**config.mk**
```make
export PLATFORM = sky130hd
export DESIGN_NAME = rx_eyeq_ctrl
export DESIGN_NICKNAME = d
export VERILOG_FILES = /design/src/rtl/rx_eyeq_pkg.sv /design/src/rtl/rx_eyeq_lane.sv /design/src/rtl/rx_eyeq_ctrl.sv
export SDC_FILE = /design/constraint.sdc
export NUM_CORES = 1
export LEC_CHECK = 0
export CAP_MARGIN = 20
export CORE_MARGIN = 4
export CORE_UTILIZATION = 40
export CTS_CLUSTER_SIZE = 10
export DETAILED_ROUTE_END_ITERATION = 8
export PLACE_DENSITY = 0.66
export SYNTH_ARGS = -nofsm -noshare
export SYNTH_HDL_FRONTEND = slang
export SYNTH_SLANG_ARGS = --single-unit
```
**constraint.sdc**
```tcl
create_clock -name clk -period 7.4 [get_ports clk]
set_clock_uncertainty 0.2 [all_clocks]
set_input_delay 1.48 -clock clk [delete_from_list [all_inputs] [get_ports clk]]
set_output_delay 1.48 -clock clk [all_outputs]
set_load 0.005 [all_outputs]
```
**src/rtl/rx_eyeq_pkg.sv**
```systemverilog
// rx_eyeq_pkg: shared types for the multi-lane RX eye-quality handshake controller.
package rx_eyeq_pkg;
    localparam int EYEQMODE_W  = 4;
    localparam int POWERDOWN_W = 2;

    typedef enum logic [EYEQMODE_W-1:0] {
        UNKNOWN_MODE    = 4'bxxxx,
        STARTUP_NRZ_DDR = 4'h1,
        STARTUP_NRZ_SDR = 4'h2,
        TRAIN_NRZ       = 4'h3,
        TRAIN_PAM4      = 4'h4,
        TRACK           = 4'h5
    } eyeqmode_t;

    typedef enum logic [POWERDOWN_W-1:0] {
        POWERDOWN_NORMAL = 2'b00,
        POWERDOWN_IDLE   = 2'b01,
        POWERDOWN_SLEEP  = 2'b11,
        POWERDOWN_COMA   = 2'b10
    } powerdown_t;

    typedef enum logic [2:0] {IDLE, ARM, REQ, REL, FIN} state_t;
endpackage

```
**src/rtl/rx_eyeq_lane.sv**
```systemverilog
// rx_eyeq_lane: per-lane done-edge tracking and one-shot result capture.
module rx_eyeq_lane #(
    parameter int EYEQ_W = 8
) (
    input  logic              clk,
    input  logic              rst_n,
    input  logic              i_clr,
    input  logic              i_en,
    input  logic              i_req,
    input  logic              i_done,
    input  logic [EYEQ_W-1:0] i_eyeq,
    output logic              o_cap,
    output logic [EYEQ_W-1:0] o_result
);
    logic              r_done_d;
    logic              r_cap;
    logic [EYEQ_W-1:0] r_result;

    // The PHY result is only stable one cycle after done rises.
    always_ff @(posedge clk or negedge rst_n) begin
        if (!rst_n) begin
            r_done_d <= 1'b0;
            r_cap    <= 1'b0;
            r_result <= '0;
        end else begin
            r_done_d <= i_done;
            if (i_clr) begin
                r_cap    <= 1'b0;
                r_result <= '0;
            end else if (i_en && i_done && r_done_d && !r_cap) begin
                r_cap    <= 1'b1;
                r_result <= i_eyeq;
            end
        end
    end

    assign o_cap    = r_cap;
    assign o_result = r_result;

    a_no_req_rise_on_done: assert property (@(posedge clk) disable iff (!rst_n)
        !($rose(i_req) && i_done));
endmodule

```
**src/rtl/rx_eyeq_ctrl.sv**
```systemverilog
// rx_eyeq_ctrl: MAC-side multi-lane EyeQ 4-way handshake controller with
// lane masking, powerdown gating, timeout and worst-lane reduction.
module rx_eyeq_ctrl
    import rx_eyeq_pkg::*;
#(
    parameter int NUM_LANES = 4,
    parameter int EYEQ_W    = 8,
    parameter int TMO_W     = 16
) (
    input  logic                          clk,
    input  logic                          rst_n,
    input  logic                          start,
    input  logic [3:0]                    start_mode,
    input  logic [NUM_LANES-1:0]          lane_mask,
    input  logic [TMO_W-1:0]              tmo_limit,
    output logic                          busy,
    output logic                          done,
    output logic                          tmo_err,
    output logic [NUM_LANES-1:0]          skip_mask,
    output logic [NUM_LANES*EYEQ_W-1:0]   result,
    output logic [EYEQ_W-1:0]             result_min,
    output logic [NUM_LANES-1:0]          rxeyeqreq,
    output logic [3:0]                    rxeyeqmode,
    input  logic [NUM_LANES-1:0]          rxeyeqdone,
    input  logic [NUM_LANES*EYEQ_W-1:0]   rxeyeq,
    input  logic [NUM_LANES*2-1:0]        rxpdwn
);
    state_t                 r_state, w_next;
    logic [NUM_LANES-1:0]   r_act, r_req, r_skip;
    logic [NUM_LANES-1:0]   w_norm, w_act, w_cap;
    logic [TMO_W-1:0]       r_limit, r_cnt;
    logic [3:0]             r_mode;
    logic                   r_busy, r_done, r_tmo;
    logic [EYEQ_W-1:0]      r_min, w_min;
    logic [EYEQ_W-1:0]      w_res [NUM_LANES];
    logic                   w_accept, w_tmo, w_quiet, w_allcap, w_phase;

    genvar i;
    generate
        for (i = 0; i < NUM_LANES; i++) begin : g_lane
            assign w_norm[i] = rxpdwn[i*POWERDOWN_W +: POWERDOWN_W] == POWERDOWN_NORMAL;
            rx_eyeq_lane #(.EYEQ_W(EYEQ_W)) u_lane (
                .clk      (clk),
                .rst_n    (rst_n),
                .i_clr    (w_accept && w_act[i]),
                .i_en     (r_state == REQ && r_act[i]),
                .i_req    (r_req[i]),
                .i_done   (rxeyeqdone[i]),
                .i_eyeq   (rxeyeq[i*EYEQ_W +: EYEQ_W]),
                .o_cap    (w_cap[i]),
                .o_result (w_res[i])
            );
            assign result[i*EYEQ_W +: EYEQ_W] = w_res[i];
        end
    endgenerate

    assign w_act    = lane_mask & w_norm;
    assign w_accept = start && !r_busy;
    assign w_quiet  = (rxeyeqdone & r_act) == '0;
    assign w_allcap = (w_cap & r_act) == r_act;
    assign w_phase  = r_state == ARM || r_state == REQ || r_state == REL;
    assign w_tmo    = w_phase && r_limit != '0 && r_cnt == r_limit;

    always_comb begin
        w_next = r_state;
        case (r_state)
            IDLE, FIN: w_next = w_accept ? (w_act == '0 ? FIN : ARM) : IDLE;
            ARM:       w_next = w_tmo ? REL : (w_quiet ? REQ : ARM);
            REQ:       w_next = (w_tmo || w_allcap) ? REL : REQ;
            REL:       w_next = (w_tmo || w_quiet) ? FIN : REL;
            default:   w_next = IDLE;
        endcase
    end

    always_comb begin
        w_min = '1;
        for (int k = 0; k < NUM_LANES; k++)
            if (w_cap[k] && r_act[k] && w_res[k] < w_min) w_min = w_res[k];
    end

    always_ff @(posedge clk or negedge rst_n) begin
        if (!rst_n) r_state <= IDLE;
        else        r_state <= w_next;
    end

    always_ff @(posedge clk or negedge rst_n) begin
        if (!rst_n) begin
            r_act   <= '0;
            r_req   <= '0;
            r_skip  <= '0;
            r_limit <= '0;
            r_cnt   <= '0;
            r_mode  <= UNKNOWN_MODE;
            r_busy  <= 1'b0;
            r_done  <= 1'b0;
            r_tmo   <= 1'b0;
            r_min   <= '1;
        end else begin
            r_done <= w_next == FIN;
            // Counter restarts on every phase change and saturates.
            if (w_next != r_state)  r_cnt <= '0;
            else if (r_cnt != '1)   r_cnt <= r_cnt + TMO_W'(1);
            if (w_accept) begin
                r_act   <= w_act;
                r_skip  <= lane_mask & ~w_act;
                r_limit <= tmo_limit;
                r_tmo   <= 1'b0;
            end else if (w_tmo) begin
                r_tmo   <= 1'b1;
            end
            if (w_next == FIN) begin
                r_busy <= 1'b0;
                r_mode <= UNKNOWN_MODE;
                r_min  <= w_accept ? '1 : w_min;
            end else if (w_accept) begin
                r_busy <= 1'b1;
                r_mode <= start_mode;
            end
            if (r_state == ARM && w_next == REQ)      r_req <= r_act;
            else if (r_state == REQ && w_next != REQ) r_req <= '0;
        end
    end

    assign busy       = r_busy;
    assign done       = r_done;
    assign tmo_err    = r_tmo;
    assign skip_mask  = r_skip;
    assign result_min = r_min;
    assign rxeyeqreq  = r_req;
    assign rxeyeqmode = r_mode;
endmodule

```
Word level (Yosys, flattened, before mapping)
Index checks and enable logic that the tools add are counted.

storage, ports and cells
  register bits after elaboration = 102
  output and inout port bits = 55

cells by class
  bitwise operators = 5
  mux-type cells = 38
  magnitude comparators = 4
  reduce and logical (&&, ||, !) cells = 59
  add/sub/neg operators = 1
  eq/ne operators = 11

operator list
  operator                                                               count
  8-bit two-way mux                                                      13
  1-bit logical AND                                                      33
  16-bit two-way mux                                                     2
  8-bit < comparator                                                     3
  16-bit by 1-bit adder with 16-bit output, second input constant        1
  4-bit bitwise AND                                                      4
  16-bit equality test                                                   1
  4-bit two-way mux                                                      4
  16-bit != test, second input constant                                  1
  16-bit nonzero test                                                    1
  2-bit nonzero test                                                     8
  1-bit two-way mux                                                      13
  3-bit one-hot mux with 4 select lines                                  1
  3-bit by 2-bit equality test with 1-bit output, second input constant  3
  3-bit two-way mux                                                      3
  2-bit logical NOT                                                      4
  4-bit logical NOT                                                      2
  8-bit < comparator, second input constant                              1
  3-bit equality test, second input constant                             2
  1-bit logical NOT                                                      5
  4-bit equality test                                                    1
  1-bit logical OR                                                       4
  2-bit two-way mux                                                      2
  4-bit NOT                                                              1
  5 further kinds                                                        5

Longest topological paths before layout
Gate-level depths: netlist of the first run.

  depth after elaboration = 13
  depth in mapped cells = 24

Hierarchy
From an unflattened synthesis of the first run, not the netlist that was laid out.

second synthesis, totals
  cell total of the unflattened synthesis = 483
  area, all modules = 5440.2 µm²

by module, submodules not included
  module        area an instance (µm²)  sequential area each (µm²)  cells each  times used
  rx_eyeq_ctrl  3928.8                  1561.5                      391         1
  rx_eyeq_lane  377.9                   250.2                       23          4

Worst setup path after synthesis of the first run
OpenSTA, ideal clock, no wires.

  kind = flip-flop to flip-flop
  start = register r_act[0]
  end = register r_min[3] (netlist: result_min[3])
  path buffers = 1
  cell stages (with the launch flop) = 24
  arrival time = 4.992 ns
  path slack = 2.135 ns
  library setup time = 0.073 ns
  required time = 7.127 ns
  cell sequence = dfrtp_1 nand2_2 nor2_1 ha_1 a31o_1 a41o_1 a21oi_4 mux2_2 ha_1 a21o_1 a21o_1 a211oi_1 nand2_1 a31o_1 buf_6 mux2_4 ha_1 o21ai_0 a21oi_1 a211oi_1 nand2_1 a31oi_4 nor2_1 a21oi_1

on the way
  cells in the longest elaborated chain, start to end = 13
  elaborated cells between the ends (all ways) = 25
  classes of those cells = order compare: 3; eq/ne: 2; mux: 10; bitwise: 2; reduce/logical: 8

ends and longest elaborated chain
  item                             RTL line             text
  from (decl)                      rx_eyeq_ctrl.sv:29   logic [NUM_LANES-1:0] r_act, r_req, r_skip;
  from (signal assigned)           rx_eyeq_ctrl.sv:104  r_act <= w_act;
  1-bit logical AND (2 in series)  rx_eyeq_ctrl.sv:78   if (w_cap[k] && r_act[k] && w_res[k] < w_min) w_min = w_res[k];
  8-bit two-way mux                rx_eyeq_ctrl.sv:78
  8-bit < comparator               rx_eyeq_ctrl.sv:78
  1-bit logical AND                rx_eyeq_ctrl.sv:78
  8-bit two-way mux                rx_eyeq_ctrl.sv:78
  8-bit < comparator               rx_eyeq_ctrl.sv:78
  1-bit logical AND                rx_eyeq_ctrl.sv:78
  8-bit two-way mux                rx_eyeq_ctrl.sv:78
  8-bit < comparator               rx_eyeq_ctrl.sv:78
  1-bit logical AND                rx_eyeq_ctrl.sv:78
  8-bit two-way mux                rx_eyeq_ctrl.sv:78
  8-bit two-way mux                rx_eyeq_ctrl.sv:114  r_min <= w_accept ? '1 : w_min;
  to (signal assigned)             rx_eyeq_ctrl.sv:114
  to (decl)                        rx_eyeq_ctrl.sv:34   logic [EYEQ_W-1:0] r_min, w_min;

Parallel ways exist; a longest one is shown, timed or not.
A chain may end at the register's enable or synchronous reset.

Worst setup path after layout of the first run
  start = register r_act[0]
  end = register r_min[5] (netlist: result_min[5])

Same word-level chain as after synthesis.

==> impl_metrics.env, run 1 <==
export IMPL_status="completed"
export IMPL_clock_power_share_pct=19.1
export IMPL_grt_pass1_vias=4526
export IMPL_r2r_slack_ps=1370
export IMPL_final_max_slew_viol_count=0
export IMPL_fin_crit_ps=6030
export IMPL_combPwrFrac_pct=40.4
export IMPL_drcViolationCount=0
export IMPL_hold_violations=0
export IMPL_row_count=42
export IMPL_whs_path_depth=1
export IMPL_dp_hpwl_um=10900
export IMPL_r2r_end="result_min[5]$_DFFE_PN1P_"
export IMPL_synth_area_leader_cell="dfrtp_1"
export IMPL_postCtsHoldBufs=0
export IMPL_avgSynthCellArea_um2=9.87
export IMPL_p_seq_share_pct=40.5
export IMPL_ff2ff_path_depth=22
export IMPL_fin_nets=760
export IMPL_synth_warnings=0
export IMPL_cts_tree="yes"
export IMPL_netlist_area_leader_share_pct=43.6
export IMPL_num_io_pins=126
export IMPL_ant_nets=0
export IMPL_drive_gt1_share_pct=8.75
export IMPL_cts_repair_resized=0
export IMPL_ir_worst_vdd_uv=183
export IMPL_grt_pass1_wl_um=22800
export IMPL_viasPerCell=5.20
export IMPL_max_cap_violations=0
export IMPL_rsz0062_at_grt="false"
export IMPL_synth_top_cells_by_area="dfrtp_1 (44%), mux2i_1 (7.2%), nand2_1 (5.5%), nor2_1 (4.9%), ha_1 (4.6%)"
export IMPL_synthFlopType="dfrtp_1"
export IMPL_drtPass1Iterations=4
export IMPL_yosysMostFrequentCell="dfrtp_1"
export IMPL_cp_required_ps=7480
export IMPL_port_buffers=125
export IMPL_gp_congestion=0.911
export IMPL_finalInstanceArea_mm2=0.00713
export IMPL_cts_made_buffers=9
export IMPL_seq_area_frac_synth_pct=47.5
export IMPL_synthesis_area_mm2=0.00540
export IMPL_min_from="rxeyeqreq[3]$_DFFE_PN0P_"
export IMPL_swShare_pct=36.1
export IMPL_arrival_ps=6110
export IMPL_clk_latency_ps=350
export IMPL_core_mm2=0.0132
export IMPL_wl_per_cell_um=16.6
export IMPL_root_buffer="clkbuf_16"
export IMPL_cp_max_fo=10
export IMPL_relSlewSlack_pct=45.2
export IMPL_power_density_mw_per_mm2=359
export IMPL_min_period_over_period_pct=81.4
export IMPL_critPathCaptureType="flip-flop"
export IMPL_vias=4422
export IMPL_drtIter0Drc=210
export IMPL_dieArea_mm2=0.0154
export IMPL_fin_setup_tns_ps=0
export IMPL_cts_max_level=3
export IMPL_synthCells=547
export IMPL_synth_seq_cells=102
export IMPL_p_int_mw=1.64
export IMPL_fillCellCount=1229
export IMPL_antenna_found_initial=0
export IMPL_n_antenna_cell=0
export IMPL_clk_pin_slew_ps=70
export IMPL_power_switching_uw=924
export IMPL_die_w_um=124
export IMPL_total_power_mw=2.56
export IMPL_postRouteWirelength_um=14100
export IMPL_grt_ovfl_total=0
export IMPL_async_reset_ff_share_pct=100
export IMPL_fmax_mhz=166
export IMPL_ys_types=58
export IMPL_synth_edf_count=0
export IMPL_crit_path_start_kind="flip-flop"
export IMPL_clock_path_buffers=2
export IMPL_clock_sinks=102
export IMPL_crit_type="flip-flop to flip-flop"
export IMPL_setup_viol_count_final=0
export IMPL_postCtsSetupRepairBufs=0
export IMPL_syn_num_nets=638
export IMPL_area_growth_pct=32.2
export IMPL_grt_max_degree=53
export IMPL_grtUsageTotal_pct=19.1
export IMPL_hold_path_end="rxeyeqreq[3]$_DFFE_PN0P_"
export IMPL_worstMarginPinSlew_ps=811
export IMPL_hold_class="flip-flop to flip-flop"
export IMPL_reg2reg_from="r_act[0]$_DFFE_PN0P_"
export IMPL_placedInstanceArea_mm2=0.00683
export IMPL_leakagePower_nw=3.16
export IMPL_die_y_um=124
export IMPL_synth_common_cells="dfrtp_1 (94), nand2_1 (79), nor2_1 (71), mux2i_1 (39), a21oi_1 (27)"
export IMPL_start_util_pct=40.8
-- stage by stage --
stage               hold WS [ps]  cells  utilization, %  setup slack [ps]
global route                 320    850            53.9               976
CTS                          305    850            53.9              1410
detailed placement           288    834            51.5              1420
global placement             288    833            51.5              1780
finish                       298    850            53.9              1370
floorplan                    267    547               -              2130
-- registers in the layout, indices dropped and copies added, names as in the netlist --
name,cells
skip_mask,4
result_min,8
r_state,3
done,1
rxeyeqmode,4
g_lane.u_lane.o_cap,4
g_lane.u_lane.r_done_d,4
busy,1
r_act,4
r_limit,16
rxeyeqreq,4
g_lane.u_lane.o_result,32
r_cnt,16
tmo_err,1
-- power groups by stage --
stage	combinational, mW	sequential (mW)	clock [mW]
after floorplan	0.577	0.978	0
after CTS	1.05	1.04	0.502
final	1.03	1.04	0.490
after detailed placement	1.04	1.04	0
after global placement	0.999	1.04	0
after global routing	1.16	1.07	0.522
-- placed cells by master, fill, tap and decap left out, types with 8 or more instances in the layout --
master and n:
a21oi_1 27, clkbuf_16 9, clkdlybuf4s50_1 124, dfrtp_1 94, dfstp_2 8, ha_1 20
inv_1 22, mux2_2 10, mux2i_1 39, nand2_1 79, nand3_1 13, nand4_1 9
nor2_1 71, nor3b_1 9, o21ai_0 12, xnor2_1 21, xor2_1 8
-- worst max-delay path, cell delays in order (launching register included) --
cell and delay, ps:
dfrtp_1 470, nand2_2 160, nor2_1 160, ha_1 270, a31o_1 210, a41o_1 240
a21oi_4 320, mux2_2 390, ha_1 300, a21o_1 190, a21o_1 170, a211oi_1 310
nand2_1 160, a31o_1 350, mux2i_1 280, ha_1 290, a211oi_1 280, nand2_1 110
a211oi_1 240, nand2_1 120, a31oi_4 300, nor2_1 220, a21oi_1 190
-- area by class of cell --
class                           instances  area, um^2  share of cell area (%)
Multi-Input combinational cell        403        2670                    37.4
Sequential cell                       102        2560                    35.9
Tap cell                              176         220                    3.09
Timing Repair Buffer                  131        1290                    18.1
Clock buffer                           11         253                    3.54
Inverter                               22        82.6                    1.16
Clock inverter                          5        56.3                   0.789
-- logic make-up (layout without fill, tap and decap cells) --
group | Yosys count | count (layout) | synth area share [%]
compound gates | 83 | 83 | 11.0
fa+ha+maj | 21 | 21 | 4.82
flops | 102 | 102 | 47.5
simple gates | 219 | 219 | 18.8
buf+inv | 42 | 169 | 3.36
mux | 51 | 51 | 9.87
xor+xnor | 29 | 29 | 4.71
-- metal layers --
layer  vias up  track usage (%)  share of wire [%]
li1       2141                -                  -
met1      2151             24.6                 44
met2       112             31.7                 49
met3        18             5.22                5.2
met4         0             5.07                1.3
met5         -                0                  0
-- worst max path at each step --
stage | start | end | slack, ps
after floorplan | r_act[0]$_DFFE_PN0P_ | result_min[3]$_DFFE_PN1P_ | 2130
after global placement | g_lane[0].u_lane.o_cap$_DFFE_PN0P_ | result_min[3]$_DFFE_PN1P_ | 1780
after detailed placement | r_act[0]$_DFFE_PN0P_ | result_min[4]$_DFFE_PN1P_ | 1420
after CTS | r_act[0]$_DFFE_PN0P_ | result_min[5]$_DFFE_PN1P_ | 1410
after global routing | r_act[0]$_DFFE_PN0P_ | result_min[7]$_DFFE_PN1P_ | 980
final | r_act[0]$_DFFE_PN0P_ | result_min[5]$_DFFE_PN1P_ | 1370
(Power assumes the default switching activity.)
==> run 2: changes to the inputs <==
--- a/config.mk
+++ b/config.mk
@@ -10,7 +10,7 @@
 export CORE_UTILIZATION = 40
 export CTS_CLUSTER_SIZE = 10
 export DETAILED_ROUTE_END_ITERATION = 8
-export PLACE_DENSITY = 0.66
+export PLACE_DENSITY = 0.69
 export SYNTH_ARGS = -nofsm -noshare
 export SYNTH_HDL_FRONTEND = slang
 export SYNTH_SLANG_ARGS = --single-unit
==> constraint.sdc (replaced) <==
create_clock -name clk -period 5.3 [get_ports clk]
set_clock_uncertainty 0.2 [all_clocks]
set_input_delay 1.06 -clock clk [delete_from_list [all_inputs] [get_ports clk]]
set_output_delay 1.06 -clock clk [all_outputs]
set_load 0.005 [all_outputs]
==> run 2 against run 1 <==
Final area increased by 3.2%. Combinational power is 52% higher. Hold slack gained 5.9 ps. First-iteration DRC count is 8.6% higher. Count of clock-buffer cells in the layout stayed put. Critical path depth is 2 higher. Total power is 45% higher. Critical path type unchanged. Critical endpoint is now result_min[4]$_DFFE_PN1P_. Largest cell class unchanged. Highest routed layer unchanged.
==> impl_metrics.env, run 2 (synthesis results as in run 1) <==
export IMPL_relSlewSlack_pct=42.4
export IMPL_crit_path_start_kind="flip-flop"
export IMPL_power_density_mw_per_mm2=505
export IMPL_postRouteWirelength_um=14600
export IMPL_setup_viol_count_final=0
export IMPL_clock_sinks=102
export IMPL_max_cap_violations=0
export IMPL_cp_max_fo=7
export IMPL_wl_per_cell_um=16.9
export IMPL_regArea_mm2=0.00256
export IMPL_hold_violations=0
export IMPL_cts_made_buffers=9
export IMPL_ant_nets=0
export IMPL_root_buffer="clkbuf_16"
export IMPL_area_growth_pct=36.3
export IMPL_critPathCaptureType="flip-flop"
export IMPL_leakagePower_nw=3.21
export IMPL_cp_slowest_cell="dfrtp_1"
export IMPL_hold_class="flip-flop to flip-flop"
export IMPL_cp_required_ps=5380
export IMPL_viasPerCell=5.21
export IMPL_fin_nets=772
export IMPL_worstMarginPinSlew_ps=864
export IMPL_status="completed"
export IMPL_final_common_cell="clkdlybuf4s50_1"
export IMPL_cp_common_cell="ha_1"
export IMPL_fillCellCount=1188
export IMPL_vias=4491
export IMPL_final_core_util_pct=55.6
export IMPL_total_power_mw=3.71
export IMPL_grtUsageTotal_pct=19.1
export IMPL_grt_max_degree=60
export IMPL_multi_input_area_mm2=0.00279
export IMPL_gp_congestion=0.920
export IMPL_drtPass1Iterations=4
export IMPL_grt_pass1_wl_um=22800
export IMPL_crit_type="flip-flop to flip-flop"
export IMPL_cts_max_level=3
export IMPL_final_cell_mix="clkdlybuf4s50_1 (124), dfrtp_1 (94), nand2_1 (79)"
export IMPL_port_buffers=125
export IMPL_num_io_pins=126
export IMPL_final_max_slew_viol_count=0
export IMPL_n_antenna_cell=0
export IMPL_dieArea_mm2=0.0154
export IMPL_largest_reg_flops=32
export IMPL_cpPeakStageDelay_ps=390
export IMPL_grt_ovfl_total=0
export IMPL_hold_slack_ps=304
export IMPL_start_util_pct=40.8
export IMPL_clk_latency_ps=350
export IMPL_row_count=42
export IMPL_cts_tree="yes"
export IMPL_antenna_found_initial=0
export IMPL_clock_path_buffers=2
export IMPL_die_w_um=124
export IMPL_min_period_over_period_pct=98.1
export IMPL_core_mm2=0.0132
export IMPL_path_cells="nand2_2 -> nor2_2 -> ha_1 -> a31o_1 -> a41o_1 -> a21oi_4 -> buf_6 -> mux2_2 -> ha_1 -> a21o_1 -> a21o_1 -> a211oi_2 -> nand2_1 -> a31o_4 -> mux2_4 -> ha_1 -> o21ai_0 -> a21oi_1 -> a211oi_2 -> nand2_1 -> a31oi_4 -> nor2_1 -> buf_4 -> a21oi_1"
export IMPL_arrival_ps=5280
export IMPL_ir_worst_vdd_uv=300
export IMPL_die_y_um=124
export IMPL_fmax_mhz=192
export IMPL_grt_pass1_vias=4577
export IMPL_drcViolationCount=0
export IMPL_fin_crit_ps=5200
export IMPL_clk_pin_slew_ps=70
export IMPL_dp_hpwl_um=10900
export IMPL_postCtsHoldBufs=0
export IMPL_drtIter0Drc=228
export IMPL_drive_gt1_share_pct=12.5
run 2: metal layers:
layer | up-vias | part of all wire [%] | global-route usage (%)
li1 | 2165 | - | -
met2 | 116 | 51 | 32.6
met1 | 2186 | 42 | 23.9
met3 | 24 | 5.3 | 4.86
met5 | - | 0 | 0
met4 | 0 | 1.9 | 5.89
run 2: final cells by class:
type | instances | area share (%)
Clock buffer | 11 | 3.16
Timing Repair Buffer | 143 | 19.0
Clock inverter | 5 | 1.02
Multi-Input combinational cell | 403 | 37.9
Sequential cell | 102 | 34.8
Tap cell | 176 | 2.99
Inverter | 22 | 1.12
run 2: path summary, 6_finish.rpt:
check	depth (start not counted)	from	slack, ps	end
max	24	g_lane[0].u_lane.o_cap$_DFFE_PN0P_	100	result_min[4]$_DFFE_PN1P_
min	1	rxeyeqreq[2]$_DFFE_PN0P_	300	rxeyeqreq[2]$_DFFE_PN0P_
max reg2reg	24	g_lane[0].u_lane.o_cap$_DFFE_PN0P_	100	result_min[4]$_DFFE_PN1P_
min reg2reg	1	rxeyeqreq[2]$_DFFE_PN0P_	300	rxeyeqreq[2]$_DFFE_PN0P_
max in group asynchronous	2	rst_n	3260	result_min[5]$_DFFE_PN1P_
min in group asynchronous	1	rst_n	590	skip_mask[1]$_DFFE_PN0P_
run 2: power breakdown:
group          switching (mW)  total (mW)  internal (mW)
logic                   0.709        1.57          0.861
clock network           0.283       0.694          0.412
registers               0.347        1.45           1.10
run 2: worst max-delay path, delay by kind of cell, from the launching register on:
| family | cells | cell delay [ps] |
|---|---|---|
| and+or+nand+nor | 5 | 470 |
| buffers and inverters | 2 | 300 |
| DFF | 1 | 390 |
| adders and majority gates | 3 | 750 |
| muxes | 2 | 670 |
| AOI/OAI and AO/OA | 12 | 2330 |
run 2: metrics by stage:
step	cells	setup WS, ps	TNS, ps	instance area [um^2]
finish	862	101	0	7360
global route	862	-64.8	-301	7360
CTS	859	12.2	0	7210
detailed placement	842	-58.6	-392	6890
global placement	842	153	0	6890
floorplan	547	34.8	0	5400
run 2: repair_timing:
| action | in CTS | in global routing |
|---|---|---|
| pin swaps | 0 | 9 |
| gates resized for setup | 3 | 25 |
| setup buffers | 1 | 3 |
| endpoints found under the setup margin | 8 | 8 |
==> run 3: changes to the inputs <==
--- a/config.mk
+++ b/config.mk
@@ -10,7 +10,7 @@
 export CORE_UTILIZATION = 40
 export CTS_CLUSTER_SIZE = 10
 export DETAILED_ROUTE_END_ITERATION = 8
-export PLACE_DENSITY = 0.69
+export PLACE_DENSITY = 0.66
 export SYNTH_ARGS = -nofsm -noshare
 export SYNTH_HDL_FRONTEND = slang
 export SYNTH_SLANG_ARGS = --single-unit
==> run 3 against run 2 <==
Count of clock-buffer cells in the layout grew 1. Sequential power is essentially flat. Utilization grew 0.68 points. First-iteration DRC count shrank 7.9%. Setup slack gained 69 ps. Register-to-register slack gained 70 ps. Maximum frequency grew 1.3%.
==> impl_metrics.env, run 3 (synthesis results as in run 1) <==
export IMPL_status="completed"
export IMPL_crit_path_start_kind="flip-flop"
export IMPL_drcViolationCount=0
export IMPL_power_density_mw_per_mm2=511
export IMPL_die_y_um=124
export IMPL_relSlewSlack_pct=45.1
export IMPL_hold_violations=0
export IMPL_critPathCaptureType="flip-flop"
export IMPL_drtPass1Iterations=4
export IMPL_area_growth_pct=38.0
export IMPL_clk_pin_slew_ps=70
export IMPL_core_mm2=0.0132
export IMPL_ir_worst_vdd_uv=364
export IMPL_layout_cells_non_filler=860
export IMPL_viasPerCell=5.21
export IMPL_r2r_end="result_min[7]$_DFFE_PN1P_"
export IMPL_ant_nets=0
export IMPL_p_seq_share_pct=38.4
export IMPL_clock_path_buffers=2
export IMPL_cts_max_level=3
export IMPL_hold_class="flip-flop to flip-flop"
export IMPL_hold_slack_ps=302
export IMPL_total_power_mw=3.81
export IMPL_gp_congestion=0.878
export IMPL_n_antenna_cell=0
export IMPL_final_common_cell="clkdlybuf4s50_1"
export IMPL_fin_nets=770
export IMPL_leakagePower_nw=3.22
export IMPL_placedInstanceArea_mm2=0.00689
export IMPL_cp_max_fo=8
export IMPL_clock_power_share_pct=19.9
export IMPL_grt_busiest_layer="met2"
export IMPL_cts_tree="yes"
export IMPL_root_buffer="clkbuf_16"
export IMPL_min_period_over_period_pct=96.8
export IMPL_gr_usage_met2_pct=33.2
export IMPL_crit_type="flip-flop to flip-flop"
export IMPL_grt_max_degree=60
export IMPL_fillCellCount=1205
export IMPL_port_buffers=125
export IMPL_grt_pass1_vias=4749
export IMPL_final_cell_mix="clkdlybuf4s50_1 (124), dfrtp_1 (94), nand2_1 (78)"
export IMPL_worstMarginPinSlew_ps=812
export IMPL_final_max_slew_viol_count=0
export IMPL_setup_viol_count_final=0
export IMPL_dieArea_mm2=0.0154
export IMPL_grtUsageTotal_pct=20.0
export IMPL_clk_latency_ps=360
export IMPL_num_io_pins=126
export IMPL_reg2reg_from="r_act[0]$_DFFE_PN0P_"
export IMPL_vias=4482
export IMPL_row_count=42
export IMPL_grt_pass1_wl_um=23700
export IMPL_whs_path_depth=1
export IMPL_final_core_util_pct=56.3
export IMPL_wl_per_cell_um=17.3
export IMPL_min_from="skip_mask[2]$_DFFE_PN0P_"
export IMPL_largest_reg_flops=32
export IMPL_die_w_um=124
export IMPL_start_util_pct=40.8
export IMPL_drtIter0Drc=210
export IMPL_postRouteWirelength_um=14900
export IMPL_finalInstanceArea_mm2=0.00745
export IMPL_r2r_slack_ps=170
export IMPL_grt_ovfl_total=0
export IMPL_p_int_mw=2.45
export IMPL_combPwrFrac_pct=41.7
export IMPL_cp_required_ps=5390
export IMPL_fin_crit_ps=5130
export IMPL_fmax_mhz=195
export IMPL_postCtsHoldBufs=0
export IMPL_hold_path_end="skip_mask[2]$_DFFE_PN0P_"
export IMPL_dp_hpwl_um=11100
export IMPL_ff2ff_path_depth=24
export IMPL_dp_cells=842
export IMPL_clock_sinks=102
export IMPL_antenna_found_initial=0
export IMPL_arrival_ps=5220
export IMPL_max_cap_violations=0
export IMPL_power_switching_mw=1.36
export IMPL_cts_made_buffers=9
export IMPL_drive_gt1_share_pct=13.7
export IMPL_met1_usage_pct=25.3
export IMPL_grt_use_met3_pct=5.54
export IMPL_swShare_pct=35.8
-- run 3: power by group through the flow --
stage	logic, mW	clock network (mW)	registers [mW]
global route	1.77	0.810	1.51
floorplan	0.806	0	1.37
CTS	1.51	0.779	1.44
detailed placement	1.49	0	1.45
finish	1.59	0.760	1.46
global placement	1.45	0	1.45
-- run 3: final cells by class --
cell class	instances	area (um^2)	share of cell area [%]
well taps	176	220	2.96
multi-input cells	403	2860	38.4
clock inverters	4	95.1	1.28
flip-flops and latches	102	2560	34.4
inverters	22	82.6	1.11
clock buffers	12	246	3.31
repair buffers	141	1380	18.6
-- run 3: worst max-delay path, cell delays in order (launching register included) --
cell	delay [ps]
dfrtp_1	390
nand2_4	110
nor2_4	120
ha_4	210
a31o_1	190
a41o_1	240
a21oi_4	190
buf_6	150
mux2_2	350
ha_1	270
o21ai_0	290
a21oi_2	140
nand2_1	90
nand2_2	80
a31o_4	250
mux2i_2	240
ha_1	310
a211oi_2	250
nand2_1	90
a211oi_2	190
nand2_1	120
a31oi_4	200
nor2_1	60
buf_4	170
a21oi_2	140
-- run 3: how the worst max path moves through the flow --
stage / slack, ps / to / depth (start not counted) / start
finish: 170 / result_min[7]$_DFFE_PN1P_ / 24 / r_act[0]$_DFFE_PN0P_
global route: -50 / result_min[1]$_DFFE_PN1P_ / 24 / r_act[0]$_DFFE_PN0P_
CTS: 1 / result_min[7]$_DFFE_PN1P_ / 25 / g_lane[0].u_lane.o_cap$_DFFE_PN0P_
detailed placement: -50 / result_min[7]$_DFFE_PN1P_ / 24 / g_lane[0].u_lane.o_cap$_DFFE_PN0P_
global placement: 150 / result_min[3]$_DFFE_PN1P_ / 23 / g_lane[0].u_lane.o_cap$_DFFE_PN0P_
floorplan: 30 / result_min[3]$_DFFE_PN1P_ / 23 / r_act[0]$_DFFE_PN0P_
-- run 3: metrics by stage --
| step | setup slack (ps) | TNS, ps |
|---|---|---|
| after global placement | 148 | 0 |
| after detailed placement | -49.9 | -226 |
| after floorplan | 34.8 | 0 |
| final | 170 | 0 |
| after global routing | -47.2 | -257 |
| after CTS | 1.33 | 0 |
-- run 3: metal layers --
metal	share of wire (%)	vias up	wire, um
li1	-	2164	-
met1	43	2163	6380
met2	50	127	7380
met3	5.4	28	802
met4	2.1	0	317
met5	0	-	0
-- run 3: timing repair --
action                                 4_1_cts  5_1_grt
setup buffers                                0        2
pin swaps                                    1       12
setup endpoints to repair                    7        8
endpoints found under the hold margin        0        0
resized for setup                            2       41
gates cloned                                 0        0
